<file path="src/rtl/inv_check_pkg.sv">
// Shared constants and FSM state type for the matrix-inverse product checker.
package inv_check_pkg;

  localparam int unsigned N       = 5;
  localparam int unsigned W       = 32;
  localparam int unsigned AccW    = 2 * W + 3;
  localparam int unsigned NumElem = N * N;
  localparam int unsigned IdxW    = $clog2(N);
  localparam int unsigned CntW    = $clog2(2 * N * N);

  typedef enum logic [1:0] {
    StLoad,
    StMac,
    StOut,
    StDone
  } state_e;

endpackage

</file>
<file path="src/rtl/mac_unit.sv">
// Registered signed multiply-accumulate; clear takes priority over enable.
module mac_unit
  import inv_check_pkg::*;
(
  input  logic            clk,
  input  logic            rst_n,
  input  logic            clr_i,
  input  logic            en_i,
  input  logic [W-1:0]    a_i,
  input  logic [W-1:0]    b_i,
  output logic [AccW-1:0] acc_o
);

  logic signed [2*W-1:0] prod;
  logic [AccW-1:0]       acc_d, acc_q;

  assign prod  = $signed(a_i) * $signed(b_i);
  assign acc_o = acc_q;

  // Next accumulator value: clear, accumulate the sign-extended product, or hold.
  always_comb begin
    acc_d = acc_q;
    if (clr_i) begin
      acc_d = '0;
    end else if (en_i) begin
      acc_d = acc_q + {{(AccW - 2 * W){prod[2*W-1]}}, prod};
    end
  end

  // Accumulator register.
  always_ff @(posedge clk or negedge rst_n) begin
    if (!rst_n) begin
      acc_q <= '0;
    end else begin
      acc_q <= acc_d;
    end
  end

endmodule

</file>
<file path="config.mk">
export PLATFORM = sky130hd
export DESIGN_NAME = mac_unit
export DESIGN_NICKNAME = d
export VERILOG_FILES = /design/src/rtl/inv_check_pkg.sv /design/src/rtl/mac_unit.sv
export SDC_FILE = /design/constraint.sdc
export NUM_CORES = 2
export LEC_CHECK = 0
export ABC_AREA = 1
export CAP_MARGIN = 0
export CORE_ASPECT_RATIO = 0.75
export CORE_UTILIZATION = 59
export CTS_CLUSTER_DIAMETER = 200
export DETAILED_ROUTE_END_ITERATION = 10
export PLACE_DENSITY = 0.9
export RECOVER_POWER = 25
export REMOVE_ABC_BUFFERS = 1
export SLEW_MARGIN = 20
export SYNTH_ARGS = -nofsm -noshare
export SYNTH_HDL_FRONTEND = slang
export SYNTH_SLANG_ARGS = --single-unit
</file>
<file path="constraint.sdc">
create_clock -name clk -period 2.3 [get_ports clk]
set_input_delay 0.46 -clock clk [delete_from_list [all_inputs] [get_ports clk]]
set_output_delay 0.46 -clock clk [all_outputs]
set_load 0.1 [all_outputs]
</file>
==> results of run 1 <==
kinds of logic after synthesis:
group                      after synthesis
DFF                                     67
buffers and inverters                 1887
xor gates and xnor gates                59
adders and majority gates             1335
AOI/OAI and AO/OA                      445
and+or+nand+nor                       2090
layer usage:
metal,GRT usage (%),overflow
met4,76.1,147
met1,79.5,79
met5,58.0,6
met3,70.0,45
met2,93.0,275
per-stage QoR:
step	setup TNS (ps)	setup WS [ps]
detailed placement	-426320	-7640
CTS	-337890	-6030
floorplan	-304800	-6190
global placement	-420900	-7540
timing repair:
item                                    in CTS
hold endpoints to repair                     0
pin swaps                                  627
setup buffers                              265
endpoints found under the setup margin      66
gates resized for setup                   1811
gates cloned                                48
==> impl_metrics.toml, run 1 <==
[run_status]
run_status = "aborted with a tool error"
last-stage-reached = "5_1_grt"
error_message = "[ERROR GRT-0116] Global routing finished with congestion. Check the congestion regions in the DRC Viewer."

[logic_synthesis]
synth.avg_cell_area_sq_um = 7.61
synth_area_leader_cell = "fa_1"
synth_area_leaders = "fa_1 (48%), inv_1 (14%), nand2_1 (13%)"
syn_area_sq_um = 44800
synth-main-ff-cell = "dfrtp_1"
synth_xor_xnor_area_share_pct = 1.15
yosysMostFrequentCell = "inv_1"
synth-edff-count = 0
yosys_register_bits = 67
muxShareOfSynthArea_pct = 0
netlist.area_leader.share_pct = 48.4
ys_seq_area_share_pct = 3.74
syn_inst = 5883
synthAdderAreaFrac_pct = 55.5
synth_top_family_by_area = "adder cells"
async_flop_share_pct = 100
synth_compound_area_share_pct = 5.47
synth_warnings = 0
netlist_top_cells_count = "inv_1 (1,677), nand2_1 (1,603), fa_1 (1,083)"
synth.distinct_cells = 48
synthSimpleGateAreaFrac_pct = 18.4

[placement]
place_hpwl_mm = 135
io_buffer_count = 134
gp_congestion = 1.05
dpl-instance-area_sq_um = 54100
placed_cells = 7683

[global_routing]
grt_max_degree = 68
grt_usage_pct = 80.1
grt_pass1_vias = 65100
grt_pass1_wl_mm = 448
overflow = 552

[clock_network]
cts.sinks = 67
postCtsHoldBufs = 0
numCtsBuffers = 9
clock_path_buffers = 2
cts-root-buf = "clkbuf_16"
htreeDepth = 3

[floorplanning]
fp.dieH_um = 241
boundaryPins = 135
die_x_um = 320
start_util_pct = 59.6
num_rows = 87
==> run 2, diff against run 1 <==
--- a/config.mk
+++ b/config.mk
@@ -7,11 +7,9 @@
 export LEC_CHECK = 0
 export ABC_AREA = 1
 export CAP_MARGIN = 0
-export CORE_ASPECT_RATIO = 0.75
-export CORE_UTILIZATION = 59
-export CTS_CLUSTER_DIAMETER = 200
+export CORE_UTILIZATION = 40
 export DETAILED_ROUTE_END_ITERATION = 10
-export PLACE_DENSITY = 0.9
+export PLACE_DENSITY_LB_ADDON = 0.15
 export RECOVER_POWER = 25
 export REMOVE_ABC_BUFFERS = 1
 export SLEW_MARGIN = 20
==> constraint.sdc (replaced) <==
create_clock -name clk -period 3 [get_ports clk]
set_input_delay 0.6 -clock clk [delete_from_list [all_inputs] [get_ports clk]]
set_output_delay 0.6 -clock clk [all_outputs]
set_load 0.1 [all_outputs]
==> run 2 against run 1 <==
Against the previous run: the flow now finishes, with violations (capacitance limit, slew limit, setup timing); area after synthesis unchanged; synthesized cell count unchanged.
==> impl_metrics.toml, run 2 <==
[logic_synthesis]
yosys_register_bits = 67
async_flop_share_pct = 100
synth-edff-count = 0
syn_inst = 5883
ys_seq_area_share_pct = 3.74
synth_warnings = 0
synth.distinct_cells = 48
synth_area_leader_cell = "fa_1"
synth.avg_cell_area_sq_um = 7.61
netlist.area_leader.share_pct = 48.4
netlist_top_cells_count = "inv_1 (1,677), nand2_1 (1,603), fa_1 (1,083)"
syn_area_sq_um = 44800
synth-main-ff-cell = "dfrtp_1"
yosysMostFrequentCell = "inv_1"
synth_area_leaders = "fa_1 (48%), inv_1 (14%), nand2_1 (13%)"

[critical_path]
crit_required_ps = 3260
critPathMostFrequentCell = "fa_1"
crit_fanout = 6
worstRegToRegCells = 17
critical-path-max-stage-delay_ps = 630
cp-end-kind = "register"
critPathKind = "in2reg"
worstPathArrival_ps = 8780
r2r-start = "acc_o[0]$_DFFE_PN0P_"
crit_path_start_kind = "input pin"
critPathLaunch = "a_i[31]"
reg2reg_slack_ps = 310
rr_endpoint = "acc_o[46]$_DFFE_PN0P_"
critPathSlowestCell = "fa_2"

[cells_and_area]
layout_common_cells = "inv_1 (1,526), nand2_1 (1,372), buf_4 (971), fa_1 (954), buf_6 (159)"
largest_reg_flops = 67
drive_gt1_share_pct = 36.3
fill_cells = 9797
fin_nets = 8449
final-instance-count-excl-fill = 8539
area_growth_pct = 47.7
final_common_cell = "inv_1"

[detailed_routing]
vias = 41700
finalWirelength_mm = 170
drc = 0
antenna_left = 0
drt-wirelength-per-cell_um = 19.9
firstDrtPassIters = 6
initialDrtViolationCount = 2403
via_per_inst = 4.88

[placement]
placed_cells = 8203
gp_congestion = 1.01
io_buffer_count = 134
place_hpwl_mm = 128

[global_routing]
antenna_found_initial = 3
grt_max_degree = 68
overflow = 0
grt_pass1_vias = 43700
grt_usage_pct = 30.3
grt_pass1_wl_mm = 258

[clock_network]
htreeDepth = 3
clkLatencyLatePin_ps = 380
clock_path_buffers = 2
cts-root-buf = "clkbuf_16"
cts_tree = "done"
clk_pin_slew_ps = 60
cts.sinks = 67
numCtsBuffers = 9

[floorplanning]
die-area_sq_um = 113000
num_rows = 122
start_util_pct = 40.4
core_sq_um = 111000
fp.dieH_um = 337
die_x_um = 337
boundaryPins = 135

[hold_path]
min-delay-path-class = "reg2reg"
holdPathEnd = "acc_o[2]$_DFFE_PN0P_"
hold_start = "acc_o[2]$_DFFE_PN0P_"
hold_depth = 2

[run_status]
violations = "capacitance limit, slew limit, setup timing"
run_status = "finished with violations"

[job]
maxCapViolations = 1

[timing]
rsz0062_at_grt = "yes"
hold_viol = 0
setup_violations = 64
fmax_ghz = 0.117
drv_slew = 45
fin_crit_ps = 8510
worst_slew_pin_slew_ps = 1520
fin_ws_ps = -5510
skew_ps = 14.0
slew_headroom_pct = -1.66
finalCritPeriodShare_pct = 284
run 2: how the worst max path moves through the flow:
stage,endpoint,slack (ps),cells past startpoint
4_1_cts,acc_o[64]$_DFFE_PN0P_,-5580,41
5_1_grt,acc_o[65]$_DFFE_PN0P_,-5800,44
2_1_floorplan,acc_o[66]$_DFFE_PN0P_,-5630,41
3_5_place_dp,acc_o[54]$_DFFE_PN0P_,-6890,40
3_3_place_gp,acc_o[63]$_DFFE_PN0P_,-6940,38
6_report,acc_o[64]$_DFFE_PN0P_,-5510,36
run 2: final cells by class:
class                           instances  area [sq um]  share of cell area, %
Sequential cell                        67          1680                   2.54
Multi-Input combinational cell       3929         42400                   64.1
Tap cell                             1488          1860                   2.82
Inverter                             1681          6340                   9.58
Timing Repair Buffer                 1358         13500                   20.5
Clock inverter                          4          76.3                  0.115
Clock buffer                           11           233                  0.352
Antenna cell                            1          2.50                0.00378
run 2: critical path, delay by kind of cell:
family	cells	cell delay, ps
AO/OA/AOI/OAI	4	650
XOR/XNOR	1	130
adder cells (fa/ha/maj)	10	4770
buffers and inverters	10	1350
AND/OR/NAND/NOR	11	1230
run 2: timing repair:
action                      CTS  global route
pin swaps                   512           396
setup endpoints to repair    64            64
gates resized for setup    1677           521
setup buffers               213            89
hold buffers                  0             0
cloned                       39             4
run 2: logic make-up (layout without fill, tap and decap cells):
| group | count (synthesis) | after routing | synth area share, % |
|---|---|---|---|
| simple gates | 2090 | 2090 | 18.4 |
| buf+inv | 1887 | 3054 | 15.8 |
| fa+ha+maj | 1335 | 1335 | 55.5 |
| compound gates | 445 | 445 | 5.47 |
| flops | 67 | 67 | 3.74 |
| xor+xnor | 59 | 59 | 1.15 |
| other cells | 0 | 1 | 0 |
run 2: layer usage:
layer | GRT usage [%] | vias to the layer above | routed length (um)
met2 | 51.3 | 1187 | 82400
met4 | 12.6 | 0 | 9080
li1 | - | 19100 | -
met3 | 3.04 | 322 | 8610
met5 | 0 | - | 0
met1 | 39.5 | 21100 | 69700
run 2: stage by stage:
step | worst slack, ps | hold slack (ps) | TNS, ps | util, % | cell area, sq um
after detailed placement | -6890 | 516 | -381050 | 49.7 | 55100
after floorplan | -5630 | 304 | -267660 | - | 44000
after global placement | -6940 | 512 | -380830 | 49.7 | 55100
final | -5510 | 527 | -302970 | 59.7 | 66100
after CTS | -5580 | 308 | -302240 | 57.4 | 63600
after global routing | -5800 | 583 | -318520 | 59.7 | 66100
Power of run 2 is left out: the tool's default activity adds up to more than one toggle a clock period on the data nets, which glitch-free logic cannot reach.
